<file path="src/rtl/fft_trim_pkg.sv">
// Shared types and constants for the FFT output trimming controller.
package fft_trim_pkg;

    typedef enum logic [1:0] {
        IDLE   = 2'd0,
        STREAM = 2'd1,
        DRAIN  = 2'd2,
        DONE   = 2'd3
    } state_e;

    // Side of the full input array for a given trimmed window side.
    function automatic int full_side(input int size);
        return 2 * size - 1;
    endfunction

    // First kept row/column index inside the full array.
    function automatic int trim_off(input int size);
        return (size - 1) - (size - 1) / 2;
    endfunction

endpackage

</file>
<file path="src/rtl/fft_trim_ctrl_idx_cnt.sv">
// Row/column raster counter over an N x N array with synchronous clear,
// count enable and wrap of both indices.
module trim_idx_cnt #(
    parameter int N = 9,
    parameter int W = 4
) (
    input  logic         clk,
    input  logic         rst_n,
    input  logic         clr_i,
    input  logic         en_i,
    output logic [W-1:0] row_o,
    output logic [W-1:0] col_o,
    output logic         last_o
);

    logic [W-1:0] row_q, row_d;
    logic [W-1:0] col_q, col_d;
    logic         col_wrap;

    // Next-index computation: column advances, row steps at column wrap.
    always_comb begin
        col_wrap = (col_q == W'(N - 1));
        last_o   = col_wrap && (row_q == W'(N - 1));
        row_d    = row_q;
        col_d    = col_q;
        if (clr_i) begin
            row_d = '0;
            col_d = '0;
        end else if (en_i) begin
            if (col_wrap) begin
                col_d = '0;
                row_d = last_o ? '0 : row_q + W'(1);
            end else begin
                col_d = col_q + W'(1);
            end
        end
    end

    // Index registers.
    always_ff @(posedge clk or negedge rst_n) begin
        if (!rst_n) begin
            row_q <= '0;
            col_q <= '0;
        end else begin
            row_q <= row_d;
            col_q <= col_d;
        end
    end

    assign row_o = row_q;
    assign col_o = col_q;

endmodule

</file>
<file path="src/rtl/fft_trim_ctrl.sv">
// Streams a FULL x FULL raster and forwards only the centred SIZE x SIZE
// window through a single registered output stage.
module fft_trim_ctrl
    import fft_trim_pkg::*;
#(
    parameter int SIZE   = 5,
    parameter int DATA_W = 32
) (
    input  logic                      clk,
    input  logic                      rst_n,
    input  logic                      start,
    input  logic                      in_valid,
    input  logic [DATA_W-1:0]         in_data,
    output logic                      in_ready,
    output logic                      out_valid,
    output logic [DATA_W-1:0]         out_data,
    output logic [$clog2(SIZE)-1:0]   out_row,
    output logic [$clog2(SIZE)-1:0]   out_col,
    output logic                      out_last,
    input  logic                      out_ready,
    output logic                      busy,
    output logic                      done
);

    localparam int FULL = full_side(SIZE);
    localparam int OFF  = trim_off(SIZE);
    localparam int CW   = $clog2(FULL);
    localparam int OW   = $clog2(SIZE);

    localparam logic [CW-1:0] FIRST_IDX = CW'(OFF);
    localparam logic [CW-1:0] LAST_IDX  = CW'(OFF + SIZE - 1);

    state_e state_q;
    logic   busy_q;
    logic   done_q;

    logic              out_valid_q, out_valid_d;
    logic [DATA_W-1:0] out_data_q, out_data_d;
    logic [OW-1:0]     out_row_q, out_row_d;
    logic [OW-1:0]     out_col_q, out_col_d;
    logic              out_last_q, out_last_d;

    logic [CW-1:0] ri, ci;
    logic [CW-1:0] ri_rel, ci_rel;
    logic          in_last;
    logic          keep;
    logic          in_hs;
    logic          out_hs;
    logic          cnt_clr;

    trim_idx_cnt #(
        .N (FULL),
        .W (CW)
    ) u_idx_cnt (
        .clk    (clk),
        .rst_n  (rst_n),
        .clr_i  (cnt_clr),
        .en_i   (in_hs),
        .row_o  (ri),
        .col_o  (ci),
        .last_o (in_last)
    );

    // Keep/discard classification and handshake qualification.
    always_comb begin
        keep     = (ri >= FIRST_IDX) && (ri <= LAST_IDX) &&
                   (ci >= FIRST_IDX) && (ci <= LAST_IDX);
        in_ready = (state_q == STREAM) && (!keep || !out_valid_q || out_ready);
        in_hs    = in_valid && in_ready;
        out_hs   = out_valid_q && out_ready;
        cnt_clr  = (state_q == IDLE) && start;
        ri_rel   = ri - FIRST_IDX;
        ci_rel   = ci - FIRST_IDX;
    end

    // Output stage next state: a kept load wins over draining the register.
    always_comb begin
        out_valid_d = out_valid_q;
        out_data_d  = out_data_q;
        out_row_d   = out_row_q;
        out_col_d   = out_col_q;
        out_last_d  = out_last_q;
        if (in_hs && keep) begin
            out_valid_d = 1'b1;
            out_data_d  = in_data;
            out_row_d   = ri_rel[OW-1:0];
            out_col_d   = ci_rel[OW-1:0];
            out_last_d  = (ri == LAST_IDX) && (ci == LAST_IDX);
        end else if (out_hs) begin
            out_valid_d = 1'b0;
            out_last_d  = 1'b0;
        end
    end

    // Output register.
    always_ff @(posedge clk or negedge rst_n) begin
        if (!rst_n) begin
            out_valid_q <= 1'b0;
            out_data_q  <= '0;
            out_row_q   <= '0;
            out_col_q   <= '0;
            out_last_q  <= 1'b0;
        end else begin
            out_valid_q <= out_valid_d;
            out_data_q  <= out_data_d;
            out_row_q   <= out_row_d;
            out_col_q   <= out_col_d;
            out_last_q  <= out_last_d;
        end
    end

    // Frame FSM with registered busy/done. In DRAIN the output register can
    // only hold the final kept element, so an empty register means it is gone.
    always_ff @(posedge clk or negedge rst_n) begin
        if (!rst_n) begin
            state_q <= IDLE;
            busy_q  <= 1'b0;
            done_q  <= 1'b0;
        end else begin
            case (state_q)
                IDLE: begin
                    done_q <= 1'b0;
                    if (start) begin
                        state_q <= STREAM;
                        busy_q  <= 1'b1;
                    end
                end
                STREAM: begin
                    if (in_hs && in_last) begin
                        state_q <= DRAIN;
                    end
                end
                DRAIN: begin
                    if (!out_valid_q || out_hs) begin
                        state_q <= DONE;
                        busy_q  <= 1'b0;
                        done_q  <= 1'b1;
                    end
                end
                DONE: begin
                    state_q <= IDLE;
                    done_q  <= 1'b0;
                end
                default: begin
                    state_q <= IDLE;
                    busy_q  <= 1'b0;
                    done_q  <= 1'b0;
                end
            endcase
        end
    end

    assign out_valid = out_valid_q;
    assign out_data  = out_data_q;
    assign out_row   = out_row_q;
    assign out_col   = out_col_q;
    assign out_last  = out_last_q;
    assign busy      = busy_q;
    assign done      = done_q;

endmodule

</file>
<file path="config.mk">
export PLATFORM = sky130hd
export DESIGN_NAME = fft_trim_ctrl
export DESIGN_NICKNAME = d
export VERILOG_FILES = /design/src/rtl/fft_trim_pkg.sv /design/src/rtl/fft_trim_ctrl_idx_cnt.sv /design/src/rtl/fft_trim_ctrl.sv
export SDC_FILE = /design/constraint.sdc
export NUM_CORES = 1
export LEC_CHECK = 0
export ABC_AREA = 1
export BUFFER_PORTS_ARGS = -buffer_cell sky130_fd_sc_hd__buf_2
export CORE_MARGIN = 2
export CORE_UTILIZATION = 45
export DETAILED_ROUTE_END_ITERATION = 16
export GPL_TIMING_DRIVEN = 0
export PLACE_DENSITY = 0.75
export RECOVER_POWER = 100
export SLEW_MARGIN = 20
export SYNTH_ARGS = -nofsm -noshare
export SYNTH_HDL_FRONTEND = slang
export SYNTH_SLANG_ARGS = --single-unit
</file>
<file path="constraint.sdc">
create_clock -name clk -period 1.73 [get_ports clk]
set_clock_uncertainty 0.1 [all_clocks]
set_input_delay 0.0865 -clock clk [delete_from_list [all_inputs] [get_ports clk]]
set_output_delay 0.0865 -clock clk [all_outputs]
set_load 0.01 [all_outputs]
</file>
Word-level counts from Yosys, hierarchy flattened
Index checks and enable logic that the tools add are counted.

storage, ports and cells
  memories = 0
  output and inout bits = 43
  input bits = 37
  ROM bits = 0
  register bits after elaboration = 52
  RAM bits = 0
  bits in latches = 0
  word-level logic and storage cells = 74

cells by class
  equality and inequality tests = 10
  mux-type cells = 19
  divide/modulo/power cells = 0
  $lt $le $gt $ge = 4
  $mul = 0
  bitwise operators = 0
  shifts and indexed selects = 0
  reductions and logical operators = 27
  add/subtract/negate cells = 4

operators with widths
  kind                                                                                 number
  4-bit 2-to-1 mux                                                                     7
  1-bit logical AND                                                                    11
  2-bit nonzero test                                                                   5
  4-bit by 1-bit adder with 4-bit output, second input constant                        2
  4-bit by 3-bit == test with 1-bit output, second input constant                      2
  4-bit == test, second input constant                                                 2
  4-bit by 2-bit greater-or-equal comparator with 1-bit output, second input constant  2
  4-bit by 3-bit less-or-equal comparator with 1-bit output, second input constant     2
  2-bit one-hot mux with 4 select lines                                                1
  1-bit 2-to-1 mux                                                                     6
  2-bit 2-to-1 mux                                                                     3
  3-bit AND reduction                                                                  2
  3-bit by 2-bit subtractor with 3-bit output, second input constant                   2
  2-bit == test, second input constant                                                 2
  2-bit inequality test, second input constant                                         2
  1-bit one-hot mux with 2 select lines                                                2
  2-bit AND reduction                                                                  2
  1-bit logical OR                                                                     3
  2-bit by 1-bit == test with 1-bit output, second input constant                      1
  1-bit zero test                                                                      2
  2-bit zero test                                                                      1
  2-bit by 1-bit inequality test with 1-bit output, second input constant              1
  2-bit OR reduction                                                                   1

Logic depth before layout (Yosys ltp)
Gate-level depths: netlist of run 1.

  depth after elaboration = 12
  gate-level depth with buffers = 12
  gate-level depth less buffers = 12

Cells and area by module
Synthesis of run 1 repeated with hierarchy kept, for this count alone.

unflattened totals
  cells, all modules = 283
  area total of the unflattened synthesis = 2592.5 um2

by module, submodules not included
  module         seq. area each (um2)  times used  area each (um2)  cells each
  fft_trim_ctrl  1101.1                1           2130.8           226
  trim_idx_cnt   200.2                 1           461.7            57

Worst setup path before layout of run 1
No wires, ideal clock.

  kind = reg2reg
  start point = register u_idx_cnt.col_q[0] (netlist: u_idx_cnt.col_o[0])
  end point = register u_idx_cnt.row_q[2] (netlist: u_idx_cnt.row_o[2])
  cell stages (with the launch flop) = 13
  setup time = 0.127 ns
  period minus slack after synthesis = 1.726 ns
  data arrival time = 1.499 ns
  setup slack = 0.004 ns
  path through = dfrtp_1 -> inv_1 -> ha_1 -> nor2_1 -> nand2_1 -> nand2_1 -> clkinv_1 -> nand4_1 -> nand3_1 -> nand2_1 -> nand2_1 -> nand2_1 -> o21ai_0

on the way
  longest elaborated chain between the ends = 10
  elaborated cells on any way between the ends = 18
  those cells by class = order compare (2); eq/ne (1); mux (4); reduce/logical (11)

RTL lines
  element                                                       RTL line                     RTL
  start: declaration                                            fft_trim_ctrl_idx_cnt.sv:17  logic [W-1:0] col_q, col_d;
  start signal: assignment                                      fft_trim_ctrl_idx_cnt.sv:46  col_q <= col_d;
  4-bit by 2-bit greater-or-equal comparator with 1-bit output  fft_trim_ctrl.sv:67          (ci >= FIRST_IDX) && (ci <= LAST_IDX);
  1-bit logical AND                                             fft_trim_ctrl.sv:66          keep = (ri >= FIRST_IDX) && (ri <= LAST_IDX) &&
  1-bit logical AND                                             fft_trim_ctrl.sv:67
  1-bit zero test                                               fft_trim_ctrl.sv:68          in_ready = (state_q == STREAM) && (!keep || !out_valid_q || out_ready);
  1-bit logical OR (2 in a row)                                 fft_trim_ctrl.sv:68
  1-bit logical AND                                             fft_trim_ctrl.sv:68
  1-bit logical AND                                             fft_trim_ctrl.sv:69          in_hs = in_valid && in_ready;
  2-bit nonzero test (no line)                                  n/a
  2-bit AND reduction (no line)                                 n/a
  end signal: assignment                                        fft_trim_ctrl_idx_cnt.sv:45  row_q <= row_d;
  end: declaration                                              fft_trim_ctrl_idx_cnt.sv:16  logic [W-1:0] row_q, row_d;

Parallel ways exist; a longest one is shown, timed or not. The select of a mux whose other input is x is not followed.
A chain may end at the register's enable or synchronous reset.

Worst setup path in the final report of run 1
  start point = register u_idx_cnt.row_q[0] (netlist: u_idx_cnt.row_o[0])
  end point = register u_idx_cnt.col_q[1] (netlist: u_idx_cnt.col_o[1])

on the way
  longest elaborated chain between the ends = 10
  elaborated cells on any way between the ends = 11
  those cells by class = order compare (2); reduce/logical (9)

RTL lines
  element                                                                                                                                    RTL line
  4-bit by 2-bit greater-or-equal comparator with 1-bit output or 4-bit by 3-bit less-or-equal comparator with 1-bit output (tied branches)  fft_trim_ctrl.sv:66
  1-bit logical AND * (2 in a row)                                                                                                           fft_trim_ctrl.sv:66
  1-bit logical AND *                                                                                                                        fft_trim_ctrl.sv:67
  1-bit zero test *                                                                                                                          fft_trim_ctrl.sv:68
  1-bit logical OR * (2 in a row)                                                                                                            fft_trim_ctrl.sv:68
  1-bit logical AND *                                                                                                                        fft_trim_ctrl.sv:68
  1-bit logical AND *                                                                                                                        fft_trim_ctrl.sv:69
  2-bit nonzero test (no line) *                                                                                                             n/a

Mark *: on every way between the ends. The rest lies on a longest branch, timed or not.

==> key figures, run 1 <==
Global routing
  – Number of global-route vias before repair: 2375
  – First-pass GRT wire length: between 10000 and 15000 µm
  – Global Route Usage Sum: 23.5%
  – Antenna violations before repair: 0
  – Total grt overflow: 0
  – Largest net degree at the start of global routing: 53

Worst setup path
  – Critical Path Source Type: flop
  – Crit-path cells: inv_2 -> ha_4 -> nor2_4 -> nand2_1 -> nand2_1 -> clkinv_2 -> nand4_1 -> nand3_2 -> nand2_4 -> buf_6 -> nand3_1 -> o21ai_0
  – Crit path kind: flop to flop
  – Critical-path top delay cell: dfrtp_1
  – Setup crit end kind: flop
  – R2r setup slk: -90 ps
  – Worst Path Arrival: 1900 ps
  – Reg2reg start: u_idx_cnt.row_o[0]
  – RR Endpoint: u_idx_cnt.col_o[1]
  – Worst path most repeated cell: nand2_1
  – Slowest Stage Delay on Critical Path: 400 ps
  – Worst EP required: 1810 ps
  – R2R depth: 12
  – Critical-path maximum fanout: 7

Logic synthesis
  – Yosys reg bits: 52
  – Mean Syn Cell Area: 8.69 µm²
  – Mapped Cells: between 200 and 300
  – Syn_nets: about 330
  – Synth warnings: 0
  – Mapped Area: 0.00241 mm²
  – Yosys cell types: 21
  – Post-synthesis sequential area ratio: 54.1%

Power
  – Maximum vdd drop: 755 µV
  – Pwr/cell area: between 1000 and 1500 mW/mm²
  – Final Total Pwr: between 4 and 5 mW
  – Leak Pwr: approximately 1.9 nW

STA
  – Fmax: 548 MHz
  – Slew Limit Fails: 0
  – Final hold viol count: 0
  – Post-route setup slack: -93.8 ps
  – Relative slew margins: 15.4%
  – Post-route clock period utilization: 105%
  – Setup TNS: -1640 ps
  – Worst-margin pin slew: 1270 ps
  – Final setup fails: 43
  – Setup repair after global routing missed its margin: yes
  – Hold_ws: about 43 ps
  – Fin crit period: between 1500 and 2000 ps

Min path
  – Hold EP: u_idx_cnt.row_o[0]
  – Hold_sp: start
  – Cells on Worst Hold Path: 4
  – Hold WC Path Type: input port to flop

Cells and area
  – Layout area overhead: 51.8%
  – Fillers: 350
  – Layout cells sized above 1: 25.3%
  – Fin nets: approximately 470
  – Antenna diode count: 0
  – Most frequent cells in the layout: 64 x nand2_1, 48 x dfrtp_1, 45 x inv_1
  – FF/Latch Area: 0.00131 mm²
  – Multi-input gate area: 0.00101 mm²
  – Commonest non-fill, non-tap cell in the layout: nand2_1

Clock network
  – Clock Path Buffers: 2
  – CTS tree: done
  – H-tree Lvls: 2
  – Worst-Skew Late Latency: 300 ps
  – Clock Sinks: 52
  – Root Driver: clkbuf_8
  – Clock slew at reported path FFs: 90 ps
  – CTS buffer count: 5

Floorplanning
  – IO Pins: 80
  – Core ar.: about 0.0051 mm²
  – Starting Density: 46.8%
  – Chip Width: 77.1 µm
  – Die area: 0.00595 mm²
  – FP Rows: 26
  – Die height: 77.1 µm

Status
  – Failing checks: negative setup slack
  – Status: complete, but fails checks

Placed design
  – Dpl hpwl: ~3800 µm
  – Port bufs: 79
  – Routability cong.: 0.852

Drt
  – DRT Pass-1 Iters: 4
  – Antenna-violating nets left: 0
  – Via count: between 2000 and 2500
  – Post-Route WL: 7650 µm
  – DRC violations left: 0
  – DR vias/cell: 5.02
  – Drt wl/cell: 15.6 µm
  – Initial drt markers: 199

Run
  – Max-cap violations: 0
-- per-stage QoR --
step | cell area (µm²) | worst slack, ps | cells | util, %
floorplan | 2410 | 3.68 | 277 | -
global placement | 2890 | -254 | 426 | 56.2
detailed placement | 2890 | -309 | 426 | 56.3
CTS | 3480 | -37.8 | 480 | 67.6
global route | 3650 | -197 | 489 | 71.1
finish | 3650 | -93.8 | 489 | 71.1
-- state kept, by name (all words and copies together), names as in the netlist --
name             cells
out_valid            1
out_last             1
out_col              3
busy                 1
u_idx_cnt.row_o      4
done                 1
state_q              2
u_idx_cnt.col_o      4
out_data            32
out_row              3
-- critical path, delay by kind of cell (launching register included) --
family | cells | cell delay [ps]
simple gates | 7 | 680
flops | 1 | 400
buf+inv | 3 | 290
fa+ha+maj | 1 | 150
compound gates | 1 | 90
-- synth_stat cells, drive strengths merged --
cell type	instances	area (µm²)
clkinv	1	3.75
a21oi	3	15.0
dfrtp	52	1300
xnor2	1	8.76
buf	4	32.5
a31oi	1	6.26
nand2	73	274
and3	1	11.3
inv	47	176
xor2	3	26.3
clkbuf	4	16.3
o21ai	48	240
or2	2	12.5
nand4	4	40.0
ha	12	150
nand3	10	50.1
nor2	11	41.3
-- final cells by class --
type	instances	area share [%]
inverters	48	4.97
flip-flops and latches	52	35.8
repair buffers	134	23.6
multi-input cells	170	27.8
plain buffers	7	2.16
clock inverters	2	1.06
well taps	70	2.40
clock buffers	6	2.26
-- metal layers --
metal	part of all wire [%]	track usage, %
met4	2.1	7.68
met3	6.5	3.41
met5	0	0
met1	40	28.2
met2	52	43.0
-- power by group --
group | internal (mW) | total [mW] | leakage [nW] | switching [mW]
clock | 0.474 | 0.876 | 0.0614 | 0.403
sequential | 1.49 | 1.68 | 0.707 | 0.191
combinational | 0.705 | 1.65 | 1.10 | 0.948
total | 2.66 | 4.21 | 1.87 | 1.54
-- kinds of logic (layout without fill, tap and decap cells) --
| kind of cell | after synthesis | in the layout | share of synthesized area (%) |
|---|---|---|---|
| adder cells (fa/ha/maj) | 12 | 12 | 6.24 |
| AND/OR/NAND/NOR | 101 | 102 | 17.8 |
| AO/OA/AOI/OAI | 52 | 52 | 10.9 |
| buffers and inverters | 56 | 197 | 9.52 |
| XOR/XNOR | 4 | 4 | 1.46 |
| flip-flops | 52 | 52 | 54.1 |
-- timing repair --
item	CTS	global route
pin swaps	3	8
hold buffers	34	0
buffers inserted	12	3
gates cloned	1	6
setup endpoints to repair	51	51
endpoints found under the hold margin	85	0
resized for setup	18	74
-- how the worst max path moves through the flow --
stage                             startpoint                 end  slack [ps]  depth (start not counted)
final                     u_idx_cnt.row_o[0]  u_idx_cnt.col_o[1]         -90                         12
after global routing      u_idx_cnt.row_o[2]            in_ready        -200                          7
after CTS                 u_idx_cnt.col_o[1]            in_ready         -40                          9
after detailed placement  u_idx_cnt.col_o[0]  u_idx_cnt.row_o[2]        -310                         12
after global placement    u_idx_cnt.col_o[0]  u_idx_cnt.row_o[0]        -250                         12
after floorplan           u_idx_cnt.col_o[0]  u_idx_cnt.row_o[2]           4                         12
(Power assumes the default switching activity.)
==> run 2: changes to the inputs <==
--- a/config.mk
+++ b/config.mk
@@ -13,6 +13,7 @@
 export GPL_TIMING_DRIVEN = 0
 export PLACE_DENSITY = 0.75
 export RECOVER_POWER = 100
+export SKIP_CTS_REPAIR_TIMING = 1
 export SLEW_MARGIN = 20
 export SYNTH_ARGS = -nofsm -noshare
 export SYNTH_HDL_FRONTEND = slang
==> run 2 against run 1 <==
- the flow still finishes with violations (negative setup slack)
- count of clock-buffer cells in the layout is the same
- design area shrank 5.4%
- non-clock buffer count shrank 8
- maximum frequency down 1.3%
- critical path type unchanged
- largest power group unchanged
- highest routed layer unchanged
==> key figures, run 2 (synthesis results as in run 1) <==
Status
  – Status: complete, but fails checks
  – Failing checks: negative setup slack

Global routing
  – Largest net degree at the start of global routing: 53
  – Number of global-route vias before repair: 2000
  – Antenna violations before repair: 0
  – First-pass GRT wire length: 8850 µm
  – Grt met1 use: 23.2%
  – Global Route Usage Sum: roughly 18%
  – Top Usage Layer GRT: met2
  – Met3 Use GR: 3.18%
  – Met2 Resource Use GR: a little under a third
  – Total grt overflow: 0

Floorplanning
  – FP Rows: 26
  – Core ar.: 0.00514 mm²
  – Die height: 77.1 µm
  – Die area: about 0.0059 mm²
  – Starting Density: 46.8%
  – IO Pins: 80
  – Chip Width: between 70 and 80 µm

Worst setup path
  – Crit-path cells: inv_2 -> ha_1 -> nor2_1 -> nand2_1 -> nand2_1 -> inv_2 -> and3_4 -> nand4_4 -> buf_6 -> buf_6 -> nand2_1 -> o21ai_1
  – Crit path kind: flop to flop
  – Critical Path Source Type: flop
  – Worst Path Arrival: 1940 ps
  – Setup crit end kind: flop
  – Worst EP required: 1820 ps
  – Critical-path top delay cell: dfrtp_1
  – Worst path most repeated cell: nand2_1
  – Critical-path maximum fanout: 10
  – Slowest Stage Delay on Critical Path: a little over 400 ps

STA
  – Setup repair after global routing missed its margin: yes
  – Post-route setup slack: -118 ps
  – Fin crit period: 1850 ps
  – Worst-margin pin slew: 1260 ps
  – Hold_ws: around 3.2 ps
  – Setup TNS: -1820 ps
  – Post-route clock period utilization: 107%
  – Slew Limit Fails: 0
  – Relative slew margins: 16.1%
  – Final hold viol count: 0
  – Final setup fails: 30
  – Fmax: 541 MHz

Clock network
  – Clock Sinks: 52
  – Clock slew at reported path FFs: 90 ps
  – Worst-Skew Late Latency: 300 ps
  – H-tree Lvls: 2
  – Root Driver: clkbuf_8
  – CTS tree: done
  – Clock Path Buffers: 2
  – CTS buffer count: 5

Power
  – Maximum vdd drop: between 700 and 800 µV
  – Pwr/cell area: 1150 mW/mm²
  – Leak Pwr: 1.80 nW

Cells and area
  – Most frequent cells in the layout: 69 x nand2_1, 48 x dfrtp_1, 45 x inv_1
  – Fin nets: between 400 and 500
  – Post-layout util: between 60% and 70%
  – Commonest non-fill, non-tap cell in the layout: nand2_1
  – Max reg flops: 32
  – Antenna diode count: 0
  – Post-route design area: about 0.0035 mm²
  – Fin cells: 480
  – Layout cells sized above 1: slightly above 20%
  – Layout area overhead: 43.7%

Drt
  – Antenna-violating nets left: 0
  – DR vias/cell: 4.81
  – Post-Route WL: 6540 µm
  – Via count: 2310
  – Drt wl/cell: 13.6 µm
  – DRC violations left: 0
  – Initial drt markers: 127
  – DRT Pass-1 Iters: 4

Placed design
  – Routability cong.: 0.852
  – Port bufs: 79
  – Placed Cells: between 400 and 500
  – Area after DPL: between 0.002 and 0.003 mm²
  – Dpl hpwl: between 3000 and 4000 µm

Min path
  – Hold WC Path Type: input port to flop

Run
  – Max-cap violations: 0
==> run 2: changes by cell type in the layout (fill, tap and decap cells not counted), moves of 4 or more <==
cell | previous run | this run
o21ai_0 | 20 | 33
nand2_1 | 64 | 69
buf_6 | 13 | 6
nand2_2 | 6 | 2
o21ai_1 | 28 | 15
ha_1 | 7 | 11
==> run 2: worst paths after layout <==
check | startpoint | to | slack [ps] | cells past startpoint
max in group asynchronous | rst_n | u_idx_cnt.col_o[2] | 180 | 2
max | u_idx_cnt.col_o[0] | out_col[2] | -120 | 12
min reg2reg | out_row[1] | out_row[1] | 390 | 2
min | out_ready | out_last | 3 | 4
min in group asynchronous | rst_n | out_data[12] | 510 | 2
max reg2reg | u_idx_cnt.col_o[0] | out_col[2] | -120 | 12
==> run 2: layout make-up <==
| type | count | area [µm²] |
|---|---|---|
| Clock buffer | 6 | 82.6 |
| Tap cell | 70 | 87.6 |
| Sequential cell | 52 | 1310 |
| Inverter | 48 | 180 |
| Multi-Input combinational cell | 169 | 908 |
| Timing Repair Buffer | 125 | 771 |
| Clock inverter | 2 | 38.8 |
| Fill cell | 408 | 1680 |
| Buffer | 8 | 82.6 |
==> run 2: metal layers <==
layer / wire [µm] / vias up / share of wire (%)
met5: 0 / - / 0
li1: - / 1127 / -
met1: 2820 / 1083 / 43
met3: 378 / 10 / 5.8
met2: 3240 / 90 / 50
met4: 103 / 0 / 1.6
==> run 2: power breakdown <==
part / total, mW / internal, mW / switching (mW)
Clock: 0.871 / 0.473 / 0.397
Sequential: 1.67 / 1.49 / 0.179
Combinational: 1.42 / 0.607 / 0.816
Total: 3.96 / 2.57 / 1.39
==> run 2: worst max-delay path: cells and delay by family (launching register included) <==
family,cells,cell delay (ps)
DFF,1,410
AOI/OAI and AO/OA,1,60
buffers and inverters,4,490
and+or+nand+nor,6,530
adders and majority gates,1,140
==> run 2: through the flow <==
step	setup WS, ps	power, mW
floorplan	3.68	2.39
global placement	-254	2.79
detailed placement	-309	2.84
CTS	-326	3.70
global route	-243	4.23
finish	-118	3.96
==> run 3: changes to the inputs <==
--- a/config.mk
+++ b/config.mk
@@ -10,6 +10,7 @@
 export CORE_MARGIN = 2
 export CORE_UTILIZATION = 45
 export DETAILED_ROUTE_END_ITERATION = 16
+export GPL_ROUTABILITY_DRIVEN = 0
 export GPL_TIMING_DRIVEN = 0
 export PLACE_DENSITY = 0.75
 export RECOVER_POWER = 100
==> constraint.sdc (replaced) <==
create_clock -name clk -period 1.73 [get_ports clk]
set_clock_uncertainty 0.1 [all_clocks]
set_input_delay 0.0865 -clock clk [delete_from_list [all_inputs] [get_ports clk]]
set_output_delay 0.0865 -clock clk [all_outputs]
set_load 0.1 [all_outputs]
==> run 3 against run 2 <==
- the flow still finishes with violations (negative setup slack)
- worst setup slack got worse by 190 ps
- count of clock-buffer cells in the layout is 1 lower
- largest power group is now combinational logic
- sequential cell count did not move
- final cell count is 2.3% higher
- die area is the same
==> key figures, run 3 (synthesis results as in run 1) <==
Worst setup path
  – Reg2reg start: u_idx_cnt.col_o[0]
  – Crit path buf inv count: 3
  – Worst EP required: 1800 ps
  – Critical-path maximum fanout: 6
  – Setup crit end kind: flop
  – Worst Path Arrival: 2110 ps
  – Worst path most repeated cell: nand3_1
  – Worst setup path start: u_idx_cnt.col_o[0]
  – Crit path kind: flop to flop
  – End point of the critical path: u_idx_cnt.col_o[1]
  – WP depth: 10
  – Largest delay contributor family on the critical path: simple AND/OR/NAND/NOR gates
  – RR Endpoint: u_idx_cnt.col_o[1]
  – Slowest Stage Delay on Critical Path: 470 ps
  – R2R depth: 10
  – Crit-path cells: inv_2 -> buf_4 -> nand3_1 -> nand2_1 -> nand4_1 -> nand3_1 -> nand2_2 -> buf_4 -> nand3_1 -> o21ai_0
  – Critical-path top delay cell: dfrtp_1
  – Critical Path Source Type: flop
  – R2r setup slk: -310 ps

STA
  – Setup TNS: -11160 ps
  – Final setup fails: 51
  – Setup repair after global routing missed its margin: yes
  – Fmax: 490 MHz
  – Post-route clock period utilization: 118%
  – Slew Limit Fails: 0
  – Relative slew margins: around 16%
  – Final hold viol count: 0
  – Post-route setup slack: -311 ps
  – Worst-margin pin slew: 1260 ps
  – Fin crit period: 2040 ps

Power
  – Net Sw Power: about 3 mW
  – Final Total Pwr: 5.92 mW
  – Sequential share of power: 29.4%
  – Switching Share: 51.4%
  – Combinational power share: 54.5%
  – Clock network power share: 16.1%
  – Leak Pwr: about 2.1 nW
  – Maximum vdd drop: 833 µV
  – Pwr/cell area: 1490 mW/mm²
  – Pint: 2.88 mW

Clock network
  – Clock Sinks: 52
  – Worst-Skew Late Latency: 300 ps
  – Clock slew at reported path FFs: 90 ps
  – Clock Path Buffers: 2
  – CTS tree: done
  – Root Driver: clkbuf_8
  – H-tree Lvls: 2
  – CTS buffer count: 5

Drt
  – Antenna-violating nets left: 0
  – DR vias/cell: 5.06
  – Via count: 2484
  – Highest routing layer actually used: met4
  – Met3 WL: 465 µm
  – Post-Route WL: 8280 µm
  – DRC violations left: 0
  – WL met2: 4160 µm
  – DRT Pass-1 Iters: 4
  – Initial drt markers: 184
  – Drt wl/cell: 16.9 µm
  – Met1 WL: ~3400 µm

Floorplanning
  – IO Pins: 80
  – Die area: between 0.005 and 0.006 mm²
  – FP Rows: 26
  – Die height: 77.1 µm
  – Core ar.: between 0.005 and 0.006 mm²
  – Starting Density: between 40 and 50%
  – Chip Width: 77.1 µm

Cells and area
  – Layout area overhead: 64.9%
  – Commonest non-fill, non-tap cell in the layout: dfrtp_1
  – Fin nets: 470
  – Post-route design area: 0.00397 mm²
  – Max reg flops: 32
  – Most frequent cells in the layout: 47 x dfrtp_1, 43 x inv_1, 43 x clkbuf_2
  – Antenna diode count: 0
  – Layout cells sized above 1: approximately 47%
  – Post-layout util: 77.2%

Global routing
  – Total grt overflow: 0
  – First-pass GRT wire length: 8850 µm
  – Antenna violations before repair: 0
  – Global Route Usage Sum: 18.2%
  – Number of global-route vias before repair: 1986
  – Largest net degree at the start of global routing: 53

Min path
  – Hold WC Path Type: input port to flop

Placed design
  – Port bufs: 79
  – Dpl hpwl: between 3000 and 4000 µm
  – Area after DPL: around 0.0029 mm²

Status
  – Status: complete, but fails checks
  – Failing checks: negative setup slack

Run
  – Max-cap violations: 0
-- run 3: changes by cell type in the layout (fill, tap and decap cells not counted), sizes merged --
cell         previous run  this run
dlygate4sd3            33        34
inv                    48        47
clkinv                  1         0
buf                    57        66
bufinv                  1         2
clkbuf                 49        50
clkinvlp                0         1
-- run 3: worst min path at each step --
stage	startpoint	endpoint	slack, ps	cells after the start
after detailed placement	rst_n	out_data[11]	60	1
final	start	u_idx_cnt.row_o[3]	50	4
after global placement	in_data[17]	out_data[17]	220	3
after CTS	rst_n	out_data[11]	-270	1
after global routing	start	u_idx_cnt.row_o[3]	60	4
after floorplan	rst_n	busy	-310	0
-- run 3: layout make-up --
cell class,count,area [µm²]
Sequential cell,52,1310
Tap cell,70,87.6
Multi-Input combinational cell,169,1130
Inverter,48,186
Fill cell,266,1170
Timing Repair Buffer,137,1020
Clock buffer,5,68.8
Clock inverter,2,60.1
Buffer,8,106
-- run 3: power by group through the flow --
stage / sequential, mW / clock [mW] / combinational, mW
CTS: 1.66 / 0.968 / 2.62
finish: 1.74 / 0.955 / 3.23
global placement: 1.68 / 0 / 2.56
global route: 1.77 / 1.02 / 3.39
detailed placement: 1.68 / 0 / 2.61
floorplan: 3.09 / 0 / 0.722
-- run 3: worst register-to-register path, delay by kind of cell, from the launching register on --
family,cells,cell delay [ps]
DFF,1,470
buffers and inverters,3,450
AOI/OAI and AO/OA,1,120
and+or+nand+nor,6,770
-- run 3: through the flow --
stage               instances  hold WS [ps]  worst slack, ps
floorplan                 277          -309             3.68
global placement          426           225             -242
detailed placement        426          57.6             -261
CTS                       433          -274             -516
global route              491          60.4             -429
finish                    491          46.6             -311
-- run 3: layer usage --
metal / vias to the layer above / GRT usage (%)
met5: - / 0
met2: 116 / 30.3
li1: 1148 / -
met4: 0 / 4.82
met1: 1193 / 24.6
met3: 27 / 3.41
